===== config.mk =====
export PLATFORM = sky130hd
export DESIGN_NAME = uart_rx_cfg
export DESIGN_NICKNAME = d
export VERILOG_FILES = /design/src/rtl/uart_pkg.sv /design/src/rtl/sync_fifo.sv /design/src/rtl/uart_rx_cfg.sv
export SDC_FILE = /design/constraint.sdc
export NUM_CORES = 1
export LEC_CHECK = 0
export CAP_MARGIN = 20
export CORE_MARGIN = 2
export CORE_UTILIZATION = 58
export DETAILED_ROUTE_END_ITERATION = 8
export PLACE_DENSITY = 0.77
export SYNTH_ARGS = -nofsm -noshare
export SYNTH_HDL_FRONTEND = slang
export SYNTH_SLANG_ARGS = --single-unit
export TNS_END_PERCENT = 100

===== constraint.sdc =====
create_clock -name clk -period 4.7 [get_ports clk]
set_input_delay 0.94 -clock clk [delete_from_list [all_inputs] [get_ports clk]]
set_output_delay 0.94 -clock clk [all_outputs]
set_load 0.03 [all_outputs]

===== src/rtl/uart_pkg.sv =====
// uart_pkg: shared parity codes, receiver state encoding and baud divider helper
package uart_pkg;
   localparam int PARITY_NONE = 0;
   localparam int PARITY_EVEN = 1;
   localparam int PARITY_ODD  = 2;
   typedef enum logic [2:0] {
      ST_IDLE,
      ST_START,
      ST_DATA,
      ST_PARITY,
      ST_STOP,
      ST_BREAK
   } state_t;
   function automatic int calc_div(input int clk_freq, input int baud, input int os);
      return clk_freq / (baud * os);
   endfunction
endpackage


===== src/rtl/sync_fifo.sv =====
// sync_fifo: single-clock FIFO whose head word and empty flag are registered
module sync_fifo #(
   parameter int WIDTH = 10,
   parameter int DEPTH = 4
) (
   input  logic             clk,
   input  logic             rst,
   input  logic             wr_en,
   input  logic [WIDTH-1:0] wr_data,
   input  logic             rd_en,
   output logic [WIDTH-1:0] rd_data,
   output logic             full,
   output logic             empty
);
   localparam int AW = $clog2(DEPTH);
   localparam int CW = $clog2(DEPTH + 1);
   logic [WIDTH-1:0] mem [DEPTH];
   logic [AW-1:0] wr_ptr, rd_ptr, rd_nxt;
   logic [CW-1:0] cnt, cnt_nxt;
   logic [WIDTH-1:0] head_nxt;
   logic do_wr, do_rd;
   // a write into the slot that becomes head must bypass the array
   always_comb begin
      do_rd = rd_en & ~empty;
      do_wr = wr_en & (~full | do_rd);
      rd_nxt = rd_ptr + AW'(do_rd);
      cnt_nxt = cnt + CW'(do_wr) - CW'(do_rd);
      head_nxt = cnt_nxt == '0 ? '0 : (do_wr && wr_ptr == rd_nxt) ? wr_data : mem[rd_nxt];
   end
   assign full = cnt == CW'(DEPTH);
   always_ff @(posedge clk)
      if (do_wr) mem[wr_ptr] <= wr_data;
   always_ff @(posedge clk or negedge rst)
      if (!rst) begin
         wr_ptr <= '0;
         rd_ptr <= '0;
         cnt <= '0;
         rd_data <= '0;
         empty <= 1'b1;
      end else begin
         wr_ptr <= wr_ptr + AW'(do_wr);
         rd_ptr <= rd_nxt;
         cnt <= cnt_nxt;
         rd_data <= head_nxt;
         empty <= cnt_nxt == '0;
      end
endmodule


===== src/rtl/uart_rx_cfg.sv =====
// uart_rx_cfg: oversampling UART receiver with majority vote, break detect and output FIFO
module uart_rx_cfg
   import uart_pkg::*;
#(
   parameter int CLK_FREQ   = 100000000,
   parameter int BAUD       = 115200,
   parameter int OVERSAMPLE = 16,
   parameter int DATA_BITS  = 8,
   parameter int PARITY     = 1,
   parameter int STOP_BITS  = 1,
   parameter int FIFO_DEPTH = 4
) (
   input  logic                 clk,
   input  logic                 rst,
   input  logic                 rx,
   output logic [DATA_BITS-1:0] out_data,
   output logic                 out_perr,
   output logic                 out_ferr,
   output logic                 out_valid,
   input  logic                 out_ready,
   output logic                 overrun,
   output logic                 break_det,
   output logic                 busy
);
   localparam int DIV = calc_div(CLK_FREQ, BAUD, OVERSAMPLE);
   localparam int DW = $clog2(DIV + 1);
   localparam int TW = $clog2(OVERSAMPLE);
   localparam int BW = $clog2(DATA_BITS + 1);
   localparam int H = OVERSAMPLE / 2;
   state_t state, nxt;
   logic rx_s1, rx_s2, rx_d;
   logic [DW-1:0] div_cnt;
   logic [TW-1:0] tick_cnt, hi_cnt;
   logic [BW-1:0] bit_cnt;
   logic [DATA_BITS-1:0] shreg;
   logic [DATA_BITS+1:0] rd_data;
   logic stop_cnt, s0, s1, pbit, perr, ferr;
   logic tick, dec, bend, start_edge, maj, last_stop, brk, par_exp, wr, full, empty;
   assign tick = div_cnt == DW'(DIV - 1);
   assign dec = tick && tick_cnt == TW'(H);
   assign bend = tick && tick_cnt == TW'(OVERSAMPLE - 1);
   assign start_edge = state == ST_IDLE && rx_d && !rx_s2;
   assign maj = (s0 & s1) | (s0 & rx_s2) | (s1 & rx_s2);
   assign last_stop = stop_cnt == 1'(STOP_BITS - 1);
   assign brk = shreg == '0 && !pbit && !maj;
   assign par_exp = PARITY == PARITY_ODD ? ~^shreg : ^shreg;
   // the last stop bit is resolved at its decision tick so the next start edge is caught early
   always_comb begin
      nxt = state;
      wr = 1'b0;
      case (state)
         ST_IDLE:   nxt = start_edge ? ST_START : ST_IDLE;
         ST_START:  nxt = dec && maj ? ST_IDLE : bend ? ST_DATA : ST_START;
         ST_DATA:   nxt = bend && bit_cnt == BW'(DATA_BITS) ?
                          (PARITY != PARITY_NONE ? ST_PARITY : ST_STOP) : ST_DATA;
         ST_PARITY: nxt = bend ? ST_STOP : ST_PARITY;
         ST_STOP: begin
            if (dec && last_stop) begin
               nxt = brk ? ST_BREAK : ST_IDLE;
               wr = !brk;
            end
         end
         ST_BREAK:  nxt = tick && rx_s2 && hi_cnt == TW'(OVERSAMPLE - 1) ? ST_IDLE : ST_BREAK;
         default:   nxt = ST_IDLE;
      endcase
   end
   always_ff @(posedge clk or negedge rst)
      if (!rst) begin
         rx_s1 <= 1'b1;
         rx_s2 <= 1'b1;
         rx_d <= 1'b1;
         state <= ST_IDLE;
         div_cnt <= '0;
         tick_cnt <= '0;
         hi_cnt <= '0;
         bit_cnt <= '0;
         stop_cnt <= 1'b0;
         shreg <= '0;
         s0 <= 1'b0;
         s1 <= 1'b0;
         pbit <= 1'b0;
         perr <= 1'b0;
         ferr <= 1'b0;
         overrun <= 1'b0;
         break_det <= 1'b0;
      end else begin
         rx_s1 <= rx;
         rx_s2 <= rx_s1;
         rx_d <= rx_s2;
         state <= nxt;
         overrun <= wr && full && !(out_ready && !empty);
         break_det <= state != ST_BREAK && nxt == ST_BREAK;
         if (start_edge) begin
            div_cnt <= '0;
            tick_cnt <= '0;
         end else if (tick) begin
            div_cnt <= '0;
            tick_cnt <= bend ? '0 : tick_cnt + 1'b1;
         end else
            div_cnt <= div_cnt + 1'b1;
         hi_cnt <= (state != ST_BREAK || !rx_s2) ? '0 : tick ? hi_cnt + 1'b1 : hi_cnt;
         if (tick && tick_cnt == TW'(H - 2)) s0 <= rx_s2;
         if (tick && tick_cnt == TW'(H - 1)) s1 <= rx_s2;
         if (start_edge) begin
            bit_cnt <= '0;
            stop_cnt <= 1'b0;
            shreg <= '0;
            pbit <= 1'b0;
            perr <= 1'b0;
            ferr <= 1'b0;
         end else if (dec) begin
            if (state == ST_DATA) begin
               shreg <= {maj, shreg[DATA_BITS-1:1]};
               bit_cnt <= bit_cnt + 1'b1;
            end
            if (state == ST_PARITY) begin
               pbit <= maj;
               perr <= maj != par_exp;
            end
            if (state == ST_STOP) ferr <= ferr | ~maj;
         end
         if (bend && state == ST_STOP) stop_cnt <= 1'b1;
      end
   sync_fifo #(.WIDTH(DATA_BITS + 2), .DEPTH(FIFO_DEPTH)) u_fifo (
      .clk(clk),
      .rst(rst),
      .wr_en(wr),
      .wr_data({perr, ferr | ~maj, shreg}),
      .rd_en(out_ready),
      .rd_data(rd_data),
      .full(full),
      .empty(empty)
   );
   assign out_data = rd_data[DATA_BITS-1:0];
   assign out_ferr = rd_data[DATA_BITS];
   assign out_perr = rd_data[DATA_BITS+1];
   assign out_valid = ~empty;
   assign busy = state != ST_IDLE;
endmodule

# == Yosys cells after proc, flatten, opt, wreduce, memory -nomap -nowiden ==
# Memory sizes are Yosys's and may differ from the RTL's.
# Index checks and enable logic that the tools add are counted.
# totals
mem_bits_ro,0
ram_bits,40
elab_cells,141
in_bits,4
memories,1
out_inout_bits,14
reg_bits,58
latchBits,0
# op_classes
n_addsub,8
n_eq_ne,17
shift,0
order_cmp,0
n_mux,39
n_bitwise,13
n_mul,0
reduce_logical,41
div,0
# memory_table
memory,words,word_bits,rd,rd_clocked_by_memory_dff,write_ports,line_no,rtl
u_fifo.mem,4,10,1,0,1,sync_fifo.sv:17,logic [WIDTH-1:0] mem [DEPTH];
# ops
operator,count
$mux 4,8
$mux 8,3
$mux 10,2
$logic_and 1x1->1,19
$pmux 3 s6,1
$mux 1,17
$eq 4x4->1 const B,4
$reduce_bool 2->1,7
$add 4x1->4 const B,3
$eq 3x3->1 const B,4
$mux 3,4
$mux 6,2
$eq 4x3->1 const B,2
$logic_not 8->1,1
$reduce_xor 8->1,1
$add 6x1->6 const B,1
$eq 3x2->1 const B,2
$eq 6x6->1 const B,1
$logic_not 1->1,6
$logic_not 3->1,2
$reduce_and 2->1,3
$and 1x1->1,5
$add 2x1->2,2
$mux 2,2
10 further kinds,16

# == Longest topological paths before layout ==
# Gate-level depths: netlist of the first run.
# depth
depth_word,13
ltp_mapped,13
mapped_depth_nobuf,11

# == Hierarchy ==
# Synthesis of the first run repeated with hierarchy kept, for this count alone.
# hier_totals
cells_unflattened,322
area_unflattened_um2,4391.7
# modules_own_cells
module,seq_area_each_um2,cells_each,area_per_inst_um2,instances
sync_fifo,1652.8,119,2269.7,1
uart_rx_cfg,1004.7,203,2122.0,1

# == Least setup slack after synthesis of the first run ==
# Ideal clock, no wire load.
# synth_path
path_kind,input to register
startpoint,input port out_ready
endpoint,register u_fifo.rd_data[0]
cell_stages,10
required_time_ps,4564
t_arrival_ps,2807
path_slack_ps,1757
path_buffers,1
setup_ps,136
cell_sequence,nor2b_1 or2_2 nand3_1 inv_1 ha_1 fa_1 xnor2_1 nor3_1 clkbuf_1 a21oi_1
# synth_via
elab_chain_len,7
elab_cells_between_ends,12
cone_classes,add/sub: 3; eq/ne: 1; mux: 2; bitwise: 3; reduce/logical: 2; memory: 1
# synth_rtl
element,line_no,rtl
from (decl),uart_rx_cfg.sv:20,"input logic out_ready,"
$and 1x1->1 (*),sync_fifo.sv:24,do_rd = rd_en & ~empty;
$or 1x1->1,sync_fifo.sv:25,do_wr = wr_en & (~full | do_rd);
$and 1x1->1,sync_fifo.sv:25,
$add 3x1->3,sync_fifo.sv:27,cnt_nxt = cnt + CW'(do_wr) - CW'(do_rd);
$sub 3x1->3 (*),sync_fifo.sv:27,
net u_fifo.cnt_nxt[2],sync_fifo.sv:19,"logic [CW-1:0] cnt, cnt_nxt;"
$logic_not 3->1 (*),sync_fifo.sv:28,head_nxt = cnt_nxt == '0 ? '0 : (do_wr && wr_ptr == rd_nxt) ? wr_data : mem[rd_nxt];
$mux 10 (*),sync_fifo.sv:28,
net u_fifo.head_nxt[0],sync_fifo.sv:20,logic [WIDTH-1:0] head_nxt;
to (signal assigned),sync_fifo.sv:44,rd_data <= head_nxt;
to (decl),sync_fifo.sv:11,"output logic [WIDTH-1:0] rd_data,"
# Mark *: on every way through the listed nets, which the timed path passes. The rest lies on a longest branch.
# A chain may end at the register's enable or synchronous reset.

# == Worst setup path in the final report of the first run ==
# layout_path
startpoint,register div_cnt[1]
endpoint,register u_fifo.rd_data[2]
# layout_via
elab_chain_len,10
elab_cells_between_ends,12
cone_classes,add/sub: 2; eq/ne: 1; mux: 4; bitwise: 1; reduce/logical: 4
# layout_rtl
element,line_no,rtl
from (decl),uart_rx_cfg.sv:32,logic [DW-1:0] div_cnt;
from (signal assigned),uart_rx_cfg.sv:100,div_cnt <= div_cnt + 1'b1;
$eq 6x6->1,uart_rx_cfg.sv:39,assign tick = div_cnt == DW'(DIV - 1);
$logic_and 1x1->1,uart_rx_cfg.sv:40,assign dec = tick && tick_cnt == TW'(H);
$logic_and 1x1->1,uart_rx_cfg.sv:58,if (dec && last_stop) begin
$mux 1,uart_rx_cfg.sv:58,
$mux 1,uart_rx_cfg.sv:51,case (state)
$and 1x1->1,sync_fifo.sv:25,
$add 3x1->3,sync_fifo.sv:27,
$sub 3x1->3,sync_fifo.sv:27,
net u_fifo.cnt_nxt[1],sync_fifo.sv:19,
$logic_not 3->1,sync_fifo.sv:28,
$mux 10,sync_fifo.sv:28,
net u_fifo.head_nxt[2],sync_fifo.sv:20,
# The timed path passes the listed nets, and every way through them passes these cells.

==> impl_metrics.toml, run 1 <==
[sta]
finalCriticalPeriod_ns = 3.25
finalSetupTns_ns = 0
fin_skew_ns = 0.0124
setup_viol = 0
rsz0062_at_grt = "no"
finalHoldViolations = 0
slew_viol_final = 0
timing.final.crit_share_pct = 69.1
max_slew_margin_pct = 41.1
fmaxAchievable_ghz = 0.308
tightest_slew_ns = 0.878

[logic_synthesis]
synth_area_leader_cell = "dfrtp_1"
synth_area_um2 = 4440
synth_cells = 349
yosysWarnings = 0
ys_async_sr_fraction_pct = 59.2
ys.flop_type = "dfrtp_1"
ys_types = 48
synthMostInstantiatedCell = "dfrtp_1"
ys_seq_area_share_pct = 59.9
synth_nets = 370
avgSynthCellArea_um2 = 12.7
synth-seq-cells = 98
synth_area_leaders = "dfrtp_1, edfxtp_1, mux4_2"
synth_top_area_share_pct = 30.4
synth-edff-count = 40
synth_common_cells = "dfrtp_1, edfxtp_1, a21oi_1"

[placed_design]
io_buffers = 17
place_inst = 456
dp_hpwl_um = 5430
gp_congestion = 0.804

[worst_setup_path]
path_class = "reg -> reg"
max_stage_delay_ns = 0.56
reg2reg_depth = 11
crit_path_start_kind = "flip-flop"
cp_slowest_cell = "and4_1"
path_delay_family = "simple AND/OR/NAND/NOR gates"
r2r-start = "div_cnt[1]$_DFF_PN0_"
r2r_end = "u_fifo.rd_data[2]$_DFF_PN0_"
worst_setup_path_end_kind = "flip-flop"
critPathMaxFanout = 12
cp.arrival_ns = 3.48
path_buf_inv = 3
worstPathRequired_ns = 4.93
r2r_setup_slack_ns = 1.45
crit_chain = "inv_1 > ha_1 > and4b_1 > and4_1 > nand3_1 > inv_1 > ha_1 > fa_1 > nor3_1 > buf_4 > a21oi_1"

[job]
max-cap-violations = 0

[floorplan]
io_pins = 18
die_h_um = 91.5
core_area_um2 = 7330
initial_core_util_pct = 60.5
die_x_um = 91.5
die_area_um2 = 8370
num_rows = 31

[clocking]
cts_root_buf = "clkbuf_8"
cts_setup_buffers = 0
cts_hold_buf = 0
htreeDepth = 3
cts.clk_slew.worst_paths_ns = 0.10
cts_tree = "built"
worstSkewPairLatency_ns = 0.35
cts_buffer_depth = 2
clock_sinks = 98
cts_inserted_buffers = 9
cts-resized-gates = 0

[grt]
grt_use_total_pct = 21.1
antenna_found_initial = 0
grt_pass1_vias = 2826
grt_max_degree = 44
grt_first_pass_wirelength_um = 13800
grt.overflow.total = 0

[routing]
detail-route-antenna-nets = 0
drt-total-wl_um = 7930
viasPerCell = 5.79
drt_iter0_drc = 190
vias = 2731
drtPass1Iterations = 4
post_drt_wl_per_cell_um = 16.8
drc_errors = 0

[final_layout]
drive_gt1_share_pct = 13.4
instances_no_fill = 472
fill_cells = 522
diodes = 0
area_growth_pct = 10.3
fin_nets = 389

[pwr]
p_sw_mw = 0.625
p_sw_share_pct = 31.8
seqPwrFrac_pct = 51.7
ir_drop_mv = 0.224
p_clk_share_pct = 25.7
comb_power_share_pct = 22.6
power.internal_mw = 1.34
leakagePower_nw = 1.97
p_per_area_nw_per_um2 = 401
power_mw = 1.96

[min_path]
worstHoldPathCells = 0
hold_class = "reg -> reg"
min_to = "rx_s2$_DFF_PN1_"
hold_start = "rx_s1$_DFF_PN1_"

[status]
outcome = "finished, final reports clean"
power by group through the flow:
stage	registers [mW]	clock network (mW)	logic (mW)
after floorplan	1.01	0	0.351
after global placement	1.03	0	0.439
after detailed placement	1.03	0	0.448
after CTS	1.02	0.516	0.450
after global routing	1.03	0.552	0.491
final	1.02	0.504	0.445
worst max-delay path by stage:
stage	from	to	cells after the start
floorplan	out_ready	u_fifo.rd_data[0]$_DFF_PN0_	10
global placement	out_ready	u_fifo.rd_data[6]$_DFF_PN0_	10
detailed placement	out_ready	u_fifo.rd_data[7]$_DFF_PN0_	7
CTS	div_cnt[1]$_DFF_PN0_	u_fifo.rd_data[2]$_DFF_PN0_	11
global route	div_cnt[1]$_DFF_PN0_	u_fifo.rd_data[2]$_DFF_PN0_	11
finish	div_cnt[1]$_DFF_PN0_	u_fifo.rd_data[2]$_DFF_PN0_	11
cell families after synthesis:
group                      Yosys count  synth area share [%]
DFF                                 98                  59.9
buffers and inverters               38                  3.52
adders and majority gates           18                  5.22
muxes                               14                  6.06
xor gates and xnor gates            20                  4.26
AOI/OAI and AO/OA                   51                  6.71
and+or+nand+nor                    110                  14.4
state kept, by name (all words and copies together), names as in the netlist, 2 cells and up:
register,flops
div_cnt,6
u_fifo.cnt,3
hi_cnt,4
tick_cnt,4
u_fifo.wr_ptr,2
state,3
shreg,8
bit_cnt,4
u_fifo.rd_ptr,2
u_fifo.rd_data,10
u_fifo.mem,40
per-layer routing:
metal / track usage, % / wire [um] / up-vias
li1: - / - / 1309
met1: 28.8 / 3500 / 1354
met2: 34.3 / 4020 / 62
met3: 4.15 / 340 / 6
met4: 6.94 / 72 / 0
met5: 0 / 0 / -
layout by cell type (no fill, tap or decap), types with 9 or more instances in the layout:
cell | Yosys | layout
nand4_1 | 15 | 15
nor2_1 | 19 | 19
ha_1 | 16 | 16
dfrtp_1 | 54 | 54
clkbuf_8 | 0 | 9
xnor2_1 | 11 | 11
a21oi_1 | 30 | 30
clkdlybuf4s50_1 | 0 | 16
mux4_2 | 10 | 10
edfxtp_1 | 40 | 40
nand2_1 | 25 | 25
nand3_1 | 11 | 11
o31ai_1 | 10 | 10
inv_1 | 22 | 22
metrics by stage:
step	worst slack, ns	area (um2)	utilization [%]	hold WS (ns)
final	1.45	4900	66.8	0.371
after global routing	1.22	4900	66.8	0.373
after CTS	1.48	4900	66.8	0.371
after detailed placement	1.18	4720	64.3	0.347
after global placement	1.31	4720	64.3	0.349
after floorplan	1.76	4440	-	0.345
layout make-up:
cell class | instances | area, um2 | area share (%)
clock buffers | 10 | 128 | 2.61
clock inverters | 6 | 53.8 | 1.10
inverters | 22 | 82.6 | 1.69
multi-input cells | 213 | 1630 | 33.4
flip-flops and latches | 98 | 2660 | 54.3
well taps | 99 | 124 | 2.53
repair buffers | 24 | 218 | 4.45
(Power assumes the default switching activity.)
==> run 2, diff against run 1 <==
Clock period 4.7 ns to 3.4 ns, I/O delays scaled along.
==> impl_metrics.toml, run 2 (synthesis gave the netlist of run 1 again) <==
[clocking]
cts_buffer_depth = 2
cts-resized-gates = 0
cts_setup_buffers = 0
cts_root_buf = "clkbuf_8"
cts_hold_buf = 0
cts.clk_slew.worst_paths_ns = 0.11
htreeDepth = 3
worstSkewPairLatency_ns = 0.37
cts_inserted_buffers = 9
cts_tree = "built"
clock_sinks = 98

[placed_design]
gp_congestion = 0.814
place_inst = 461
dp_hpwl_um = 5620
preCtsSetupSlack_ns = 0.257
io_buffers = 17

[final_layout]
fill_cells = 512
top_regs = "u_fifo.mem x40, u_fifo.rd_data x10, shreg x8"
final_common_cell = "dfrtp_1"
fin_nets = 394
layout_common_cells = "dfrtp_1, edfxtp_1, a21oi_1"
regMostFlops = "u_fifo.mem"
diodes = 0
largest_reg_flops = 40
instances_no_fill = 477
area_growth_pct = 12.2
drive_gt1_share_pct = 14.6

[grt]
antenna_found_initial = 0
grt_max_degree = 37
grt_use_total_pct = 21.9
grt_pass1_vias = 2884
grt.overflow.total = 0
grt_first_pass_wirelength_um = 14000

[routing]
vias = 2804
drt_iter0_drc = 211
drtPass1Iterations = 4
viasPerCell = 5.88
drc_errors = 0
detail-route-antenna-nets = 0
post_drt_wl_per_cell_um = 17.3
drt-total-wl_um = 8240

[status]
outcome = "finished, final reports clean"

[worst_setup_path]
worstPathRequired_ns = 3.64
crit_path_start_kind = "flip-flop"
cp.arrival_ns = 3.31
max_stage_delay_ns = 0.58
critPathMaxFanout = 12
crit_chain = "maj3_2 > or3_1 > nand3_1 > inv_1 > ha_1 > fa_1 > xnor2_1 > nor3_1 > buf_4 > a21oi_1"
path_class = "reg -> reg"
cp_slowest_cell = "or3_1"
worst_setup_path_end_kind = "flip-flop"

[pwr]
ir_drop_mv = 0.373
leakagePower_nw = 2.02
p_per_area_nw_per_um2 = 574

[sta]
max_slew_margin_pct = 47.2
rsz0062_at_grt = "no"
setup_ws_ns = 0.326
fin_skew_ns = 0.0138
finalSetupTns_ns = 0
tightest_slew_ns = 0.792
setup_viol = 0
fmaxAchievable_ghz = 0.325
finalHoldViolations = 0
timing.final.crit_share_pct = 90.4
slew_viol_final = 0
finalCriticalPeriod_ns = 3.07

[floorplan]
initial_core_util_pct = 60.5
die_x_um = 91.5
io_pins = 18
die_h_um = 91.5
num_rows = 31
core_area_um2 = 7330
die_area_um2 = 8370

[min_path]
hold_class = "reg -> reg"

[job]
max-cap-violations = 0
[run 2: routing by layer]
metal  wire length (um)  vias up  GRT usage (%)
li1                   -     1311              -
met1               3630     1398           28.3
met2               4080       76           35.2
met3                330       19           5.06
met4                202        0           10.1
met5                  0        -              0
[run 2: final cells by class]
class / count / area [um2] / area share (%)
inverter: 22 / 82.6 / 1.66
clock buffer: 9 / 124 / 2.49
clock inverter: 7 / 92.6 / 1.86
tap: 99 / 124 / 2.49
multi-input combinational: 213 / 1630 / 32.7
sequential: 98 / 2660 / 53.4
timing repair buffer: 29 / 268 / 5.38
[run 2: through the flow]
| stage | util, % | total power [mW] | instance area (um2) | hold WS (ns) |
|---|---|---|---|---|
| floorplan | - | 1.88 | 4440 | 0.345 |
| global placement | 64.9 | 2.06 | 4760 | 0.349 |
| detailed placement | 64.9 | 2.09 | 4760 | 0.349 |
| CTS | 67.9 | 2.88 | 4980 | 0.364 |
| global route | 67.9 | 3.01 | 4980 | 0.375 |
| finish | 67.9 | 2.86 | 4980 | 0.364 |
[run 2: critical path, delay by kind of cell, from the launching register on]
| family | cells | cell delay, ns |
|---|---|---|
| AND/OR/NAND/NOR | 3 | 1.00 |
| XOR/XNOR | 1 | 0.15 |
| buffers and inverters | 2 | 0.32 |
| adder cells (fa/ha/maj) | 3 | 0.98 |
| flip-flops | 1 | 0.42 |
| AO/OA/AOI/OAI | 1 | 0.06 |
[run 2: worst paths after layout]
check / slack [ns] / endpoint / from / depth (start not counted)
max: 0.33 / u_fifo.rd_data[5]$_DFF_PN0_ / rx_s2$_DFF_PN1_ / 10
max reg2reg: 0.33 / u_fifo.rd_data[5]$_DFF_PN0_ / rx_s2$_DFF_PN1_ / 10
min in group asynchronous: 0.38 / u_fifo.rd_ptr[1]$_DFF_PN0_ / rst / 1
min: 0.36 / rx_s2$_DFF_PN1_ / rx_s1$_DFF_PN1_ / 0
min reg2reg: 0.36 / rx_s2$_DFF_PN1_ / rx_s1$_DFF_PN1_ / 0
max in group asynchronous: 2.21 / state[1]$_DFF_PN0_ / rst / 2
[run 2: power by group]
part           internal, mW  leakage [nW]  switching, mW
combinational         0.290         0.704          0.371
sequential             1.31          1.21         0.0882
clock                 0.360         0.109          0.437
